### src/rtl/mdct_recursion_ctrl.sv
`default_nettype none
// +----------------------------------------------------------------------------+
// | Module      : mdct_recursion_ctrl                                          |
// | Description : Frame controller for an external two-register MDCT           |
// |               recursion datapath. It latches the frame coefficient and     |
// |               initial state, loads them into the datapath, feeds           |
// |               FRAME_LEN samples and returns the final datapath output.     |
// |               Shadow copies of the datapath registers let the datapath     |
// |               reload its own state on bubble cycles.                       |
// | Ports       : clk_in/rst_sys   - clock, synchronous active-low reset       |
// |               start            - frame request (honoured in IDLE only)     |
// |               coef_in, init_*  - Q14 coefficient and initial state         |
// |               s_valid/s_ready/s_data - sample stream in                    |
// |               m_valid/m_ready/m_data - frame result out                    |
// |               busy             - controller not idle                       |
// |               sb_*             - datapath control/data, sb_out is its      |
// |                                  combinational output                      |
// | Revision    : 1.0 - initial release                                        |
// +----------------------------------------------------------------------------+
module mdct_recursion_ctrl #(
  parameter int FRAME_LEN = 256,
  parameter int CNT_W     = 16
) (
  input  logic               clk_in,
  input  logic               rst_sys,
  input  logic               start,
  input  logic signed [15:0] coef_in,
  input  logic signed [31:0] init_w3,
  input  logic signed [31:0] init_w6,
  input  logic               s_valid,
  input  logic signed [31:0] s_data,
  output logic               s_ready,
  output logic               m_valid,
  output logic signed [31:0] m_data,
  input  logic               m_ready,
  output logic               busy,
  output logic signed [31:0] sb_in,
  output logic               sb_rst_ctrl,
  output logic [31:0]        sb_w3,
  output logic [31:0]        sb_w6,
  output logic [15:0]        sb_t1,
  input  logic signed [31:0] sb_out
);

  typedef enum logic [1:0] {
    S_IDLE = 2'd0,
    S_LOAD = 2'd1,
    S_RUN  = 2'd2,
    S_DONE = 2'd3
  } state_t;

  // Count value of the final sample of a frame.
  localparam logic [CNT_W-1:0] C_LAST_IDX = CNT_W'(FRAME_LEN - 1);

  state_t             r_state;
  logic [CNT_W-1:0]   r_count;
  logic signed [15:0] r_coef;
  logic signed [31:0] r_init_w3;
  logic signed [31:0] r_init_w6;
  logic signed [31:0] r_w4s;
  logic signed [31:0] r_w7s;
  logic signed [31:0] r_m_data;
  logic               r_m_valid;

  logic               w_accept;

  // Outputs are forced to their idle values while reset is held, so a frame
  // interrupted by reset cannot accept a sample on the reset edge.
  assign w_accept = rst_sys && (r_state == S_RUN) && s_valid;
  assign m_valid  = r_m_valid;
  assign m_data   = r_m_data;

  always_comb begin
    s_ready     = rst_sys && (r_state == S_RUN);
    busy        = rst_sys && (r_state != S_IDLE);
    sb_t1       = rst_sys ? r_coef : 16'd0;
    sb_rst_ctrl = 1'b1;
    sb_in       = '0;
    sb_w3       = r_w4s;
    sb_w6       = r_w7s;
    if (!rst_sys) begin
      sb_w3 = '0;
      sb_w6 = '0;
    end else if (r_state == S_LOAD) begin
      sb_w3 = r_init_w3;
      sb_w6 = r_init_w6;
    end else if (w_accept) begin
      sb_rst_ctrl = 1'b0;
      sb_in       = s_data;
    end
  end

  // Shadow of the datapath registers: reload value on hold/load cycles,
  // follow the recursion (out -> first, first -> second) on accept cycles.
  always_ff @(posedge clk_in) begin
    if (!rst_sys) begin
      r_w4s <= '0;
      r_w7s <= '0;
    end else if (sb_rst_ctrl) begin
      r_w4s <= sb_w3;
      r_w7s <= sb_w6;
    end else begin
      r_w4s <= sb_out;
      r_w7s <= r_w4s;
    end
  end

  always_ff @(posedge clk_in) begin
    if (!rst_sys) begin
      r_state   <= S_IDLE;
      r_count   <= '0;
      r_coef    <= '0;
      r_init_w3 <= '0;
      r_init_w6 <= '0;
      r_m_data  <= '0;
      r_m_valid <= 1'b0;
    end else begin
      case (r_state)
        S_IDLE: begin
          if (start) begin
            r_coef    <= coef_in;
            r_init_w3 <= init_w3;
            r_init_w6 <= init_w6;
            r_count   <= '0;
            r_state   <= S_LOAD;
          end
        end
        S_LOAD: begin
          r_state <= S_RUN;
        end
        S_RUN: begin
          if (w_accept) begin
            if (r_count == C_LAST_IDX) begin
              r_m_data  <= sb_out;
              r_m_valid <= 1'b1;
              r_state   <= S_DONE;
            end else begin
              r_count <= r_count + CNT_W'(1);
            end
          end
        end
        S_DONE: begin
          if (m_ready) begin
            r_m_valid <= 1'b0;
            r_state   <= S_IDLE;
          end
        end
        default: begin
          r_state <= S_IDLE;
        end
      endcase
    end
  end

endmodule
`default_nettype wire

### config.mk
export PLATFORM = sky130hd
export DESIGN_NAME = mdct_recursion_ctrl
export DESIGN_NICKNAME = d
export VERILOG_FILES = /design/src/rtl/mdct_recursion_ctrl.sv
export SDC_FILE = /design/constraint.sdc
export NUM_CORES = 1
export LEC_CHECK = 0
export CAP_MARGIN = 20
export CORE_ASPECT_RATIO = 2
export CORE_UTILIZATION = 29
export DETAILED_ROUTE_END_ITERATION = 8
export PLACE_DENSITY = 0.59
export SLEW_MARGIN = 30
export SYNTH_ARGS = -nofsm -noshare
export SYNTH_HDL_FRONTEND = slang
export SYNTH_SLANG_ARGS = --single-unit
### constraint.sdc
create_clock -name clk_in -period 2.8 [get_ports clk_in]
set_clock_uncertainty 0.05 [all_clocks]
set_input_delay 0.56 -clock clk_in [delete_from_list [all_inputs] [get_ports clk_in]]
set_output_delay 0.56 -clock clk_in [all_outputs]
set_load 0.02 [all_outputs]
# Word level (Yosys, flattened, before mapping)
# Cells that the tools add are included.
# word_totals
input_bits	149
out_inout_bits	148
ff_bits	195
# op_classes
addsub	1
n_mux	26
reduce_logical	12
eq_ne	9
# op_table
op	count
32-bit two-way mux	9
16-bit two-way mux	4
16-bit one-hot mux with 2 select lines	1
16-bit by 1-bit adder with 16-bit output (second input constant)	1
16-bit by 8-bit equality test with 1-bit output (second input constant)	1
4-bit AND reduction	3
2-bit two-way mux	4
2-bit != test (second input constant)	4
2-bit one-hot mux with 4 select lines	1
1-bit two-way mux	6
2-bit nonzero test	3
2-bit equality test (second input constant)	2
1-bit logical AND	3
3-bit AND reduction	1
2-bit by 1-bit equality test with 1-bit output (second input constant)	1
2-bit zero test	1
2-bit by 1-bit != test with 1-bit output (second input constant)	1
1-bit one-hot mux with 2 select lines	1
2-bit AND reduction	1

# Depth between registers and ports, before layout
# Gate-level depths: netlist of run 1.
# depth
depth_word	7
depth_mapped	10
ltp_nobuf	6

# Worst setup path before layout of run 1
# No wires, ideal clock.
# synth_timing
path_type	input -> output
startpoint	in rst_sys
endpoint	out busy
path_stages	5
arrival_time_ps	1645
t_required_ps	2190
setup_slack_ps	545
path_buffers	3
cell_sequence	inv_1 > clkbuf_1 > clkbuf_1 > clkbuf_1 > nor2_1
# synth_via
elab_chain_cells	1
# synth_lines
item	line_no	source
from (decl)	25	input logic rst_sys,
1-bit logical AND	75	busy = rst_sys && (r_state != S_IDLE);
to (decl)	36	output logic busy,
# No other way between the ends.

# Worst setup path after layout of run 1
# layout_timing
startpoint	reg r_state[0]
endpoint	out sb_in[24]
# layout_via
elab_chain_cells	6
# layout_lines
item	line_no	source
from (decl)	55	state_t r_state;
from (signal assigned)	110	r_state <= S_IDLE;
from (signal assigned)	125	r_state <= S_LOAD;
from (signal assigned)	129	r_state <= S_RUN;
2-bit equality test	69	assign w_accept = rst_sys && (r_state == S_RUN) && s_valid;
1-bit logical AND (2 in a row)	69	
32-bit two-way mux	87	end else if (w_accept) begin
32-bit two-way mux (*)	84	end else if (r_state == S_LOAD) begin
32-bit two-way mux (*)	81	if (!rst_sys) begin
to (decl)	37	output logic signed [31:0] sb_in,
# Every way passes the cells marked *; elsewhere a longest branch is shown, timed or not.

==> flow_metrics.py, run 1 <==
metrics = {
    "run_status": {
        "outcome": "finished, final reports clean",
    },
    "logic_synthesis": {
        "synth.distinct_cells": 46,
        "synth_area_um2": 8540,
        "synth.yosys.seq_area_share_pct": 45.7,
        "synthFlopType": "dfxtp_1",
        "synth-async-reset-ratio_pct": 0,
        "synth_cells": 968,
        "synth_top_cell_area_share_pct": 45.7,
        "ys_ff_latch": 195,
        "largest_cells_by_area_after_synthesis": "dfxtp_1 (46%), nand2_1 (9.9%), mux2i_1 (9.6%)",
        "synth_enable_flop_cells": 0,
        "synth_top_area_cell": "dfxtp_1",
        "avgSynthCellArea_um2": 8.82,
        "post-synth-top-count-cell": "nand2_1",
        "ys.warnings.count": 0,
        "synthTopCellsByCount": "nand2_1 (225), dfxtp_1 (195), a21oi_1 (85), mux2i_1 (82), nor2_1 (68)",
        "synthesis.nets": 1123,
    },
    "routing": {
        "remaining_drc_errors": 0,
        "drt.antenna.violating_nets": 0,
        "detail_route.wl_per_cell_um": 17.7,
        "routed_wire_length_mm": 28.6,
        "drtIter0Drc": 316,
        "drtPass1Iterations": 5,
        "vias": 7838,
        "per_cell_via_count_in_the_routed_design": 4.85,
    },
    "finish": {
        "nets": 1395,
        "syn_to_final_growth_pct": 46.0,
        "fraction_of_layout_instances_using_a_drive_strength_above_1_pct": 13.7,
        "layoutNonFillerInstCount": 1615,
    },
    "clocking": {
        "postCtsHoldBufs": 0,
        "path_clk_slew_ns": 0.07,
        "number_of_clock_buffers_inserted_by_tritoncts": 17,
        "tritoncts": "built",
        "clock_sink_count": 195,
        "ctsHtreeMaxLevel": 4,
        "clock_latency_ns": 0.46,
        "cts.path.max_buffers": 2,
        "cts_root_buf": "clkbuf_16",
    },
    "sta": {
        "final_hold_vio_count": 0,
        "period_minus_slack_ns": 2.70,
        "fmax_mhz": 371,
        "final_max_slew_viol_count": 0,
        "final-setup-viol-count": 0,
        "maxSlewHeadroom_pct": 62.5,
        "transition_at_the_pin_with_the_smallest_max_transition_slack_ns": 0.557,
        "rsz0062_at_grt": "no",
        "crit_share_post_route_pct": 96.3,
    },
    "floorplan": {
        "area_enclosed_by_the_die_boundary_um2": 30200,
        "floorplan_core_area_um2": 28800,
        "fp.dieW_um": 123,
        "initial_core_util_pct": 29.6,
        "num_io_pins": 297,
        "placement_rows": 88,
        "fp.dieH_um": 245,
    },
    "setup_path": {
        "setup.worst_path.start_class": "flop",
        "setup.worst_path.end_class": "output port",
        "worst_ep_required_time_ns": 2.19,
        "worst-path-max-fanout": 22,
        "critical_path_arrival_ns": 2.09,
        "path_class": "reg -> out",
        "ff2ff_setup_slack_ns": 0.53,
    },
    "grt": {
        "first_global_vias": 7619,
        "initial_antenna_violation_count": 3,
        "gr-usage-all-layers_pct": 19.0,
        "global_route.overflow_total": 0,
        "grt_start_max_net_pins": 81,
        "grt_pass1_wl_mm": 42.9,
    },
    "placed_design": {
        "place.port_buffers": 296,
        "hpwlAfterDp_mm": 20.5,
        "gp_routability_congestion": 0.870,
        "dp.cells": 1580,
    },
    "hold_path": {
        "hold_path_class": "reg -> reg",
    },
    "pwr": {
        "design_power_total_mw": 8.71,
        "power.density_nw_per_um2": 699,
        "max-vdd-ir-drop_uv": 473,
        "leak_pwr_nw": 5.09,
    },
    "flow_run": {
        "max_cap_viol_count": 0,
    },
}
where the power goes:
group          internal (mW)  total [mW]  switching [mW]
logic                   1.24        2.83            1.59
clock network           1.49        2.58            1.09
registers               3.13        3.30           0.170
total                   5.86        8.71            2.85
registers in the layout, summed over array words and instances, names as in the netlist:
register / cells
r_w4s: 32
m_valid: 1
r_init_w3: 32
m_data: 32
r_count: 16
r_coef: 16
r_w7s: 32
r_state: 2
r_init_w6: 32
metrics by stage:
stage                     hold WS [ns]  setup TNS, ns  worst slack, ns  util [%]  cell area [um2]
final                            0.400              0            0.103      43.2            12500
after global routing             0.422              0          0.00350      43.2            12500
after CTS                        0.402              0          0.00537      43.4            12500
after detailed placement         0.392          -2.89           -0.121      41.6            12000
after global placement           0.388          -2.16          -0.0923      41.6            12000
after floorplan                  0.382              0            0.545         -             8540
metal layers:
layer	global-route usage (%)	part of all wire [%]	wire length, um	up-vias
met5	0	0	0	-
met3	3.93	4.9	1390	39
met1	20.4	39	11100	3727
li1	-	-	-	3831
met4	9.04	2.8	792	0
met2	34.5	54	15300	241
cell type report:
type / instances / area, um2
clock buffers: 23 / 488
well taps: 360 / 450
fillers: 2891 / 16400
diodes: 3 / 7.51
repair buffers: 330 / 3220
inverters: 8 / 32.5
flip-flops and latches: 195 / 3910
multi-input cells: 688 / 4230
clock inverters: 8 / 125
repair_timing:
action	in CTS	in global routing
setup endpoints to repair	95	31
resized for setup	113	44
pin swaps	1	0
buffers inserted	1	0
gates cloned	0	0
path summary, 6_finish.rpt:
kind,start,endpoint,depth (start not counted)
max reg2reg,r_count[11]$_SDFFE_PN0P_,m_data[2]$_SDFFE_PN0P_,5
min reg2reg,r_coef[11]$_SDFFE_PN0P_,r_coef[11]$_SDFFE_PN0P_,2
min,r_coef[11]$_SDFFE_PN0P_,r_coef[11]$_SDFFE_PN0P_,2
max,r_state[0]$_SDFFE_PN0P_,sb_in[24],7
worst max-delay path, cell delays in order (launching register included):
cell and delay, ns:
dfxtp_2 0.36, inv_1 0.09, ha_2 0.22, and3_1 0.17, and2b_1 0.19, buf_12 0.15, and2_1 0.15, clkdlybuf4s15_1 0.28
cell usage in the layout (no fill, tap or decap), types with 3 or more instances in the layout:
| cell type | Yosys | layout |
|---|---|---|
| nand4_1 | 5 | 5 |
| a31oi_1 | 4 | 4 |
| nand3_1 | 21 | 21 |
| nor2_1 | 68 | 68 |
| clkdlybuf4s15_1 | 0 | 9 |
| a21oi_1 | 85 | 85 |
| clkdlybuf4s15_2 | 0 | 3 |
| nand2_1 | 225 | 224 |
| buf_4 | 4 | 20 |
| bufinv_16 | 0 | 3 |
| buf_12 | 0 | 14 |
| clkbuf_8 | 0 | 4 |
| and3_1 | 4 | 4 |
| clkbuf_16 | 0 | 17 |
| and4_1 | 5 | 5 |
| dlygate4sd2_1 | 0 | 63 |
| and2_1 | 51 | 49 |
| ha_1 | 6 | 4 |
| o211ai_1 | 3 | 3 |
| clkdlybuf4s50_1 | 0 | 197 |
| clkbuf_2 | 0 | 20 |
| diode_2 | 0 | 3 |
| o311ai_0 | 9 | 9 |
| dfxtp_1 | 195 | 193 |
| o41ai_1 | 5 | 5 |
| o21ai_0 | 20 | 20 |
| mux2i_1 | 82 | 82 |
| a41oi_1 | 3 | 3 |
| inv_1 | 8 | 5 |
| mux2_2 | 65 | 65 |
logic make-up (layout without fill, tap and decap cells):
group,Yosys count,after routing,share of synthesized area [%]
compound gates,144,144,10.1
fa+ha+maj,6,6,0.879
buf+inv,85,369,4.98
flops,195,195,45.7
mux,147,147,18.2
other cells,0,3,0
simple gates,391,391,20.1
Note: power is estimated with default switching activity, not from simulation.
==> inputs of run 2 (changes only) <==
CELL_PAD_IN_SITES_DETAIL_PLACEMENT = 1   (was unset)
CELL_PAD_IN_SITES_GLOBAL_PLACEMENT = 1   (was unset)
HOLD_SLACK_MARGIN = 0.08   (was unset)
PLACE_DENSITY = 0.76   (was 0.59)
SLEW_MARGIN = unset   (was 30)
==> run 2 against run 1 <==
  * Via count grew 1.3%
  * Clock power grew 2%
  * Die area is the same
  * Critical path depth shrank 1
  * Utilization grew 0.61 points
  * Critical endpoint is now sb_w6[31]
  * Largest cell class unchanged
==> flow_metrics.py, run 2 (synthesis gave the netlist of run 1 again) <==
metrics = {
    "run_status": {
        "outcome": "finished, final reports clean",
    },
    "sta": {
        "rsz0062_at_grt": "yes",
        "transition_at_the_pin_with_the_smallest_max_transition_slack_ns": 0.689,
        "crit_share_post_route_pct": 97.3,
        "maxSlewHeadroom_pct": 53.6,
        "period_minus_slack_ns": 2.72,
        "final_hold_vio_count": 0,
        "final_max_slew_viol_count": 0,
        "final-setup-viol-count": 0,
        "fmax_mhz": 367,
        "worst_hold_slack_ns": 0.404,
    },
    "grt": {
        "initial_antenna_violation_count": 2,
        "gr-usage-all-layers_pct": 20.9,
        "first_global_vias": 8677,
        "global_route.overflow_total": 0,
        "grt_pass1_wl_mm": 47.5,
        "grt_start_max_net_pins": 36,
    },
    "flow_run": {
        "max_cap_viol_count": 0,
    },
    "routing": {
        "per_cell_via_count_in_the_routed_design": 4.90,
        "drtPass1Iterations": 4,
        "drt.antenna.violating_nets": 0,
        "detail_route.wl_per_cell_um": 19.0,
        "drtIter0Drc": 244,
        "vias": 7938,
        "routed_wire_length_mm": 30.7,
        "remaining_drc_errors": 0,
    },
    "placed_design": {
        "place.port_buffers": 296,
        "hpwlAfterDp_mm": 22.8,
        "gp_routability_congestion": 0.876,
    },
    "floorplan": {
        "fp.dieW_um": 123,
        "fp.dieH_um": 245,
        "initial_core_util_pct": 29.6,
        "floorplan_core_area_um2": 28800,
        "num_io_pins": 297,
        "placement_rows": 88,
        "area_enclosed_by_the_die_boundary_um2": 30200,
    },
    "setup_path": {
        "worst-path-max-fanout": 16,
        "worst_ep_required_time_ns": 2.19,
        "setup.worst_path.end_class": "output port",
        "path_class": "reg -> out",
        "critical_path_arrival_ns": 2.11,
        "setup.worst_path.start_class": "flop",
    },
    "pwr": {
        "power.density_nw_per_um2": 701,
        "leak_pwr_nw": 5.05,
        "max-vdd-ir-drop_uv": 454,
        "design_power_total_mw": 8.86,
    },
    "finish": {
        "sequential_cell_area_um2": 3910,
        "nets": 1400,
        "syn_to_final_growth_pct": 48.1,
        "most_frequent_standard_cell_in_the_layout_excluding_fill_and_tap_cells": "nand2_1",
        "multi_input_comb_area_um2": 4230,
        "layout.cells.most_common_list": "nand2_1 (224), clkdlybuf4s50_1 (197), dfxtp_1 (193)",
        "fraction_of_layout_instances_using_a_drive_strength_above_1_pct": 15.4,
        "fillCellCount": 3341,
    },
    "clocking": {
        "cts.path.max_buffers": 2,
        "clock_latency_ns": 0.45,
        "postCtsHoldBufs": 0,
        "path_clk_slew_ns": 0.07,
        "number_of_clock_buffers_inserted_by_tritoncts": 17,
        "cts_root_buf": "clkbuf_16",
        "ctsHtreeMaxLevel": 4,
        "clock_sink_count": 195,
        "tritoncts": "built",
    },
    "hold_path": {
        "hold_path_class": "reg -> reg",
    },
}
[run 2: cell types whose count changed in the layout (fill, tap and decap cells not counted), sizes merged, moves of 4 or more]
cell | previous run | this run
clkdlybuf4s15 | 12 | 38
clkbuf | 43 | 23
dlygate4sd2 | 63 | 56
buf | 36 | 40
[run 2: timing repair]
action,CTS,global route
pin swaps,1,0
endpoints found under the hold margin,0,0
gates resized for setup,179,4
gates cloned,1,0
setup buffers,1,0
setup endpoints to repair,98,53
[run 2: per-layer routing]
layer / share of wire (%) / routed length [um] / GRT usage (%)
met5: 0 / 0 / 0
met4: 4.0 / 1220 / 10.9
met3: 3.6 / 1110 / 3.39
met2: 55 / 16800 / 38.9
met1: 38 / 11600 / 21.6
[run 2: per-stage QoR]
| stage | util [%] | setup WS (ns) | setup TNS (ns) | instance area [um2] | std cells |
|---|---|---|---|---|---|
| floorplan | - | 0.545 | 0 | 8540 | 968 |
| global route | 43.8 | -0.00704 | -0.0116 | 12600 | 1619 |
| finish | 43.8 | 0.0768 | 0 | 12600 | 1619 |
| CTS | 43.8 | -0.00737 | -0.00737 | 12600 | 1617 |
| global placement | 41.6 | -0.0707 | -2.11 | 12000 | 1584 |
| detailed placement | 41.6 | -0.145 | -4.04 | 12000 | 1584 |
[run 2: worst max-delay path, stage by stage, from the launching register on]
cell	delay, ns
dfxtp_2	0.35
inv_2	0.11
ha_4	0.23
bufbuf_16	0.35
mux2i_1	0.09
nor2_1	0.18
clkdlybuf4s15_1	0.34
[run 2: power breakdown]
| part | total (mW) | switching, mW | internal, mW |
|---|---|---|---|
| clock | 2.63 | 1.10 | 1.53 |
| combinational | 2.92 | 1.64 | 1.29 |
| sequential | 3.31 | 0.180 | 3.13 |
[run 2: layout make-up]
class                   count  share of cell area, %
diodes                      2                 0.0396
clock buffers              21                   3.64
clock inverters            10                   1.24
inverters                   8                  0.257
multi-input cells         688                   33.5
flip-flops and latches    195                   30.9
well taps                 360                   3.56
repair buffers            335                   26.9
[run 2: final timing paths]
kind,cells after the start,slack [ns],end,startpoint
setup / recovery,6,0.08,sb_w6[31],r_state[1]$_SDFFE_PN0P_
hold / removal,2,0.40,r_coef[8]$_SDFFE_PN0P_,r_coef[8]$_SDFFE_PN0P_
setup reg to reg,7,0.47,r_count[11]$_SDFFE_PN0P_,r_state[0]$_SDFFE_PN0P_
hold reg to reg,2,0.40,r_coef[8]$_SDFFE_PN0P_,r_coef[8]$_SDFFE_PN0P_
==> inputs of run 3 (changes only) <==
RECOVER_POWER = 50   (was unset)
clock period = 3.4 ns   (was 2.8 ns; I/O delays follow)
==> run 3 against run 2 <==
  * Final area fell by 1.1%
  * Largest power group unchanged
  * The run now ends with capacitance limit, slew limit left
  * Wire length increased by 1.2%
  * Worst setup slack worse by 0.023 ns
  * Global-route usage is 0.085 points lower
==> flow_metrics.py, run 3 (synthesis gave the netlist of run 1 again) <==
metrics = {
    "run_status": {
        "outcome": "finished, violations left",
        "violations": "capacitance limit, slew limit",
    },
    "sta": {
        "worst_hold_slack_ns": 0.406,
        "maxSlewHeadroom_pct": -23.0,
        "setup_ws_ns": 0.0540,
        "transition_at_the_pin_with_the_smallest_max_transition_slack_ns": 1.84,
        "tns_ns": 0,
        "final-setup-viol-count": 0,
        "final_max_slew_viol_count": 45,
        "final_hold_vio_count": 0,
        "crit_share_post_route_pct": 98.4,
        "period_minus_slack_ns": 3.35,
        "rsz0062_at_grt": "no",
        "fmax_mhz": 299,
    },
    "clocking": {
        "tritoncts": "built",
        "cts_root_buf": "clkbuf_16",
        "ctsHtreeMaxLevel": 4,
        "path_clk_slew_ns": 0.07,
        "number_of_clock_buffers_inserted_by_tritoncts": 17,
        "clock_latency_ns": 0.45,
        "cts.path.max_buffers": 2,
        "clock_sink_count": 195,
        "postCtsHoldBufs": 0,
    },
    "floorplan": {
        "floorplan_core_area_um2": 28800,
        "num_io_pins": 297,
        "placement_rows": 88,
        "fp.dieW_um": 123,
        "area_enclosed_by_the_die_boundary_um2": 30200,
        "fp.dieH_um": 245,
        "initial_core_util_pct": 29.6,
    },
    "setup_path": {
        "setup.worst_path.start_class": "flop",
        "cpLargestDelayFamily": "buffers and inverters",
        "critical_path.n_buffers_inverters": 3,
        "ff2ff_setup_slack_ns": 0.30,
        "setup.worst_path.end": "sb_rst_ctrl",
        "critPathLaunch": "r_state[0]$_SDFFE_PN0P_",
        "cp_slowest_stage_delay_ns": 0.69,
        "critical_path.cell_chain": "inv_1 > ha_1 > and3_1 > and2b_1 > inv_1 > clkdlybuf4s50_1",
        "timing.rr.start": "r_state[0]$_SDFFE_PN0P_",
        "cpMaxStageDelayCell": "clkdlybuf4s50_1",
        "critical_path_arrival_ns": 2.62,
        "crit_path_frequent_cell": "inv_1",
        "critical_path_depth": 6,
        "path_class": "reg -> out",
        "worst_ep_required_time_ns": 2.67,
        "setup.worst_path.end_class": "output port",
        "worst-path-max-fanout": 4,
        "r2r-end": "r_init_w3[21]$_SDFFE_PN0P_",
        "path_depth_of_the_worst_reg2reg_path": 6,
    },
    "placed_design": {
        "place.port_buffers": 296,
        "detailedPlace.worstSlack_ns": 0.130,
        "postPlaceCellArea_um2": 11900,
        "hpwlAfterDp_mm": 22.8,
        "gp_routability_congestion": 0.801,
    },
    "routing": {
        "detail_route.wl_per_cell_um": 19.3,
        "met2WireLength_mm": 17.3,
        "remaining_drc_errors": 0,
        "drtPass1Iterations": 4,
        "routed-wl-met3_mm": 1.23,
        "top_layer": "met5",
        "vias": 7953,
        "drtIter0Drc": 249,
        "routed_wire_length_mm": 31.1,
        "drt.antenna.violating_nets": 0,
        "m1WireLength_mm": 11.7,
        "per_cell_via_count_in_the_routed_design": 4.93,
    },
    "finish": {
        "final_design_area_no_fill_um2": 12500,
        "layout.cells.most_common_list": "clkdlybuf4s50_1 (261), nand2_1 (225), dfxtp_1 (195)",
        "fillCellCount": 3311,
        "multi_input_comb_area_um2": 4220,
        "nets": 1392,
        "syn_to_final_growth_pct": 46.4,
        "sequential_cell_area_um2": 3900,
        "fraction_of_layout_instances_using_a_drive_strength_above_1_pct": 10.8,
        "most_frequent_standard_cell_in_the_layout_excluding_fill_and_tap_cells": "clkdlybuf4s50_1",
    },
    "pwr": {
        "max-vdd-ir-drop_uv": 360,
        "leak_pwr_nw": 4.79,
        "design_power_total_mw": 7.27,
        "power.density_nw_per_um2": 582,
    },
    "flow_run": {
        "max_cap_viol_count": 1,
    },
    "grt": {
        "grt_pass1_wl_mm": 46.9,
        "gr-usage-all-layers_pct": 20.8,
        "initial_antenna_violation_count": 2,
        "grt_start_max_net_pins": 65,
        "first_global_vias": 8479,
        "global_route.overflow_total": 0,
    },
    "hold_path": {
        "hold_path_class": "reg -> reg",
        "number_of_stages_on_the_worst_hold_path": 2,
    },
}
-- run 3: cell count changes in the layout (fill, tap and decap cells not counted), sizes merged --
cell           delta
clkdlybuf4s15    -38
clkbuf            +2
clkinvlp          +2
clkinv            -4
clkdlybuf4s50    +64
dlygate4sd2      -56
bufbuf            -1
inv               +3
dlygate4sd3      +33
buf              -12
-- run 3: final cells by class --
type                            count  area share [%]
Clock inverter                     11            1.39
Antenna cell                        2          0.0400
Inverter                            8           0.260
Multi-Input combinational cell    688            33.8
Tap cell                          360            3.60
Sequential cell                   195            31.2
Clock buffer                       21            3.68
Timing Repair Buffer              327            26.0
-- run 3: worst min-delay path by stage --
stage / startpoint / endpoint
after floorplan: r_coef[0]$_SDFFE_PN0P_ / r_coef[0]$_SDFFE_PN0P_
after global placement: r_coef[15]$_SDFFE_PN0P_ / r_coef[15]$_SDFFE_PN0P_
after detailed placement: r_init_w3[26]$_SDFFE_PN0P_ / r_init_w3[26]$_SDFFE_PN0P_
after CTS: r_init_w6[1]$_SDFFE_PN0P_ / r_init_w6[1]$_SDFFE_PN0P_
after global routing: r_init_w6[7]$_SDFFE_PN0P_ / r_init_w6[7]$_SDFFE_PN0P_
final: m_data[8]$_SDFFE_PN0P_ / m_data[8]$_SDFFE_PN0P_
-- run 3: timing repair --
| item | CTS | global route |
|---|---|---|
| endpoints found under the setup margin | 0 | 3 |
| resized for setup | 0 | 2 |
| buffers inserted | 0 | 0 |
-- run 3: report_power, final --
part	internal [mW]	switching, mW	leakage [nW]
Sequential	2.57	0.153	1.58
Combinational	1.01	1.33	2.91
Clock	1.28	0.927	0.301
Total	4.86	2.41	4.79
-- run 3: metrics by stage --
step	std cells	util (%)
4_1_cts	1610	43.4
2_1_floorplan	968	-
3_3_place_gp	1578	41.2
6_report	1612	43.3
3_5_place_dp	1578	41.2
5_1_grt	1610	43.3
-- run 3: worst reg2reg max path: cells and delay by family, from the launching register on --
kind                       cells  cell delay [ns]
and+or+nand+nor                2             1.45
DFF                            1             0.42
buffers and inverters          2             0.69
AOI/OAI and AO/OA              1             0.15
adders and majority gates      1             0.28
-- run 3: routing by layer --
metal | track usage, % | up-vias
li1 | - | 3820
met1 | 20.7 | 3906
met2 | 40.7 | 186
met3 | 3.83 | 39
met4 | 8.08 | 2
met5 | 0 | -
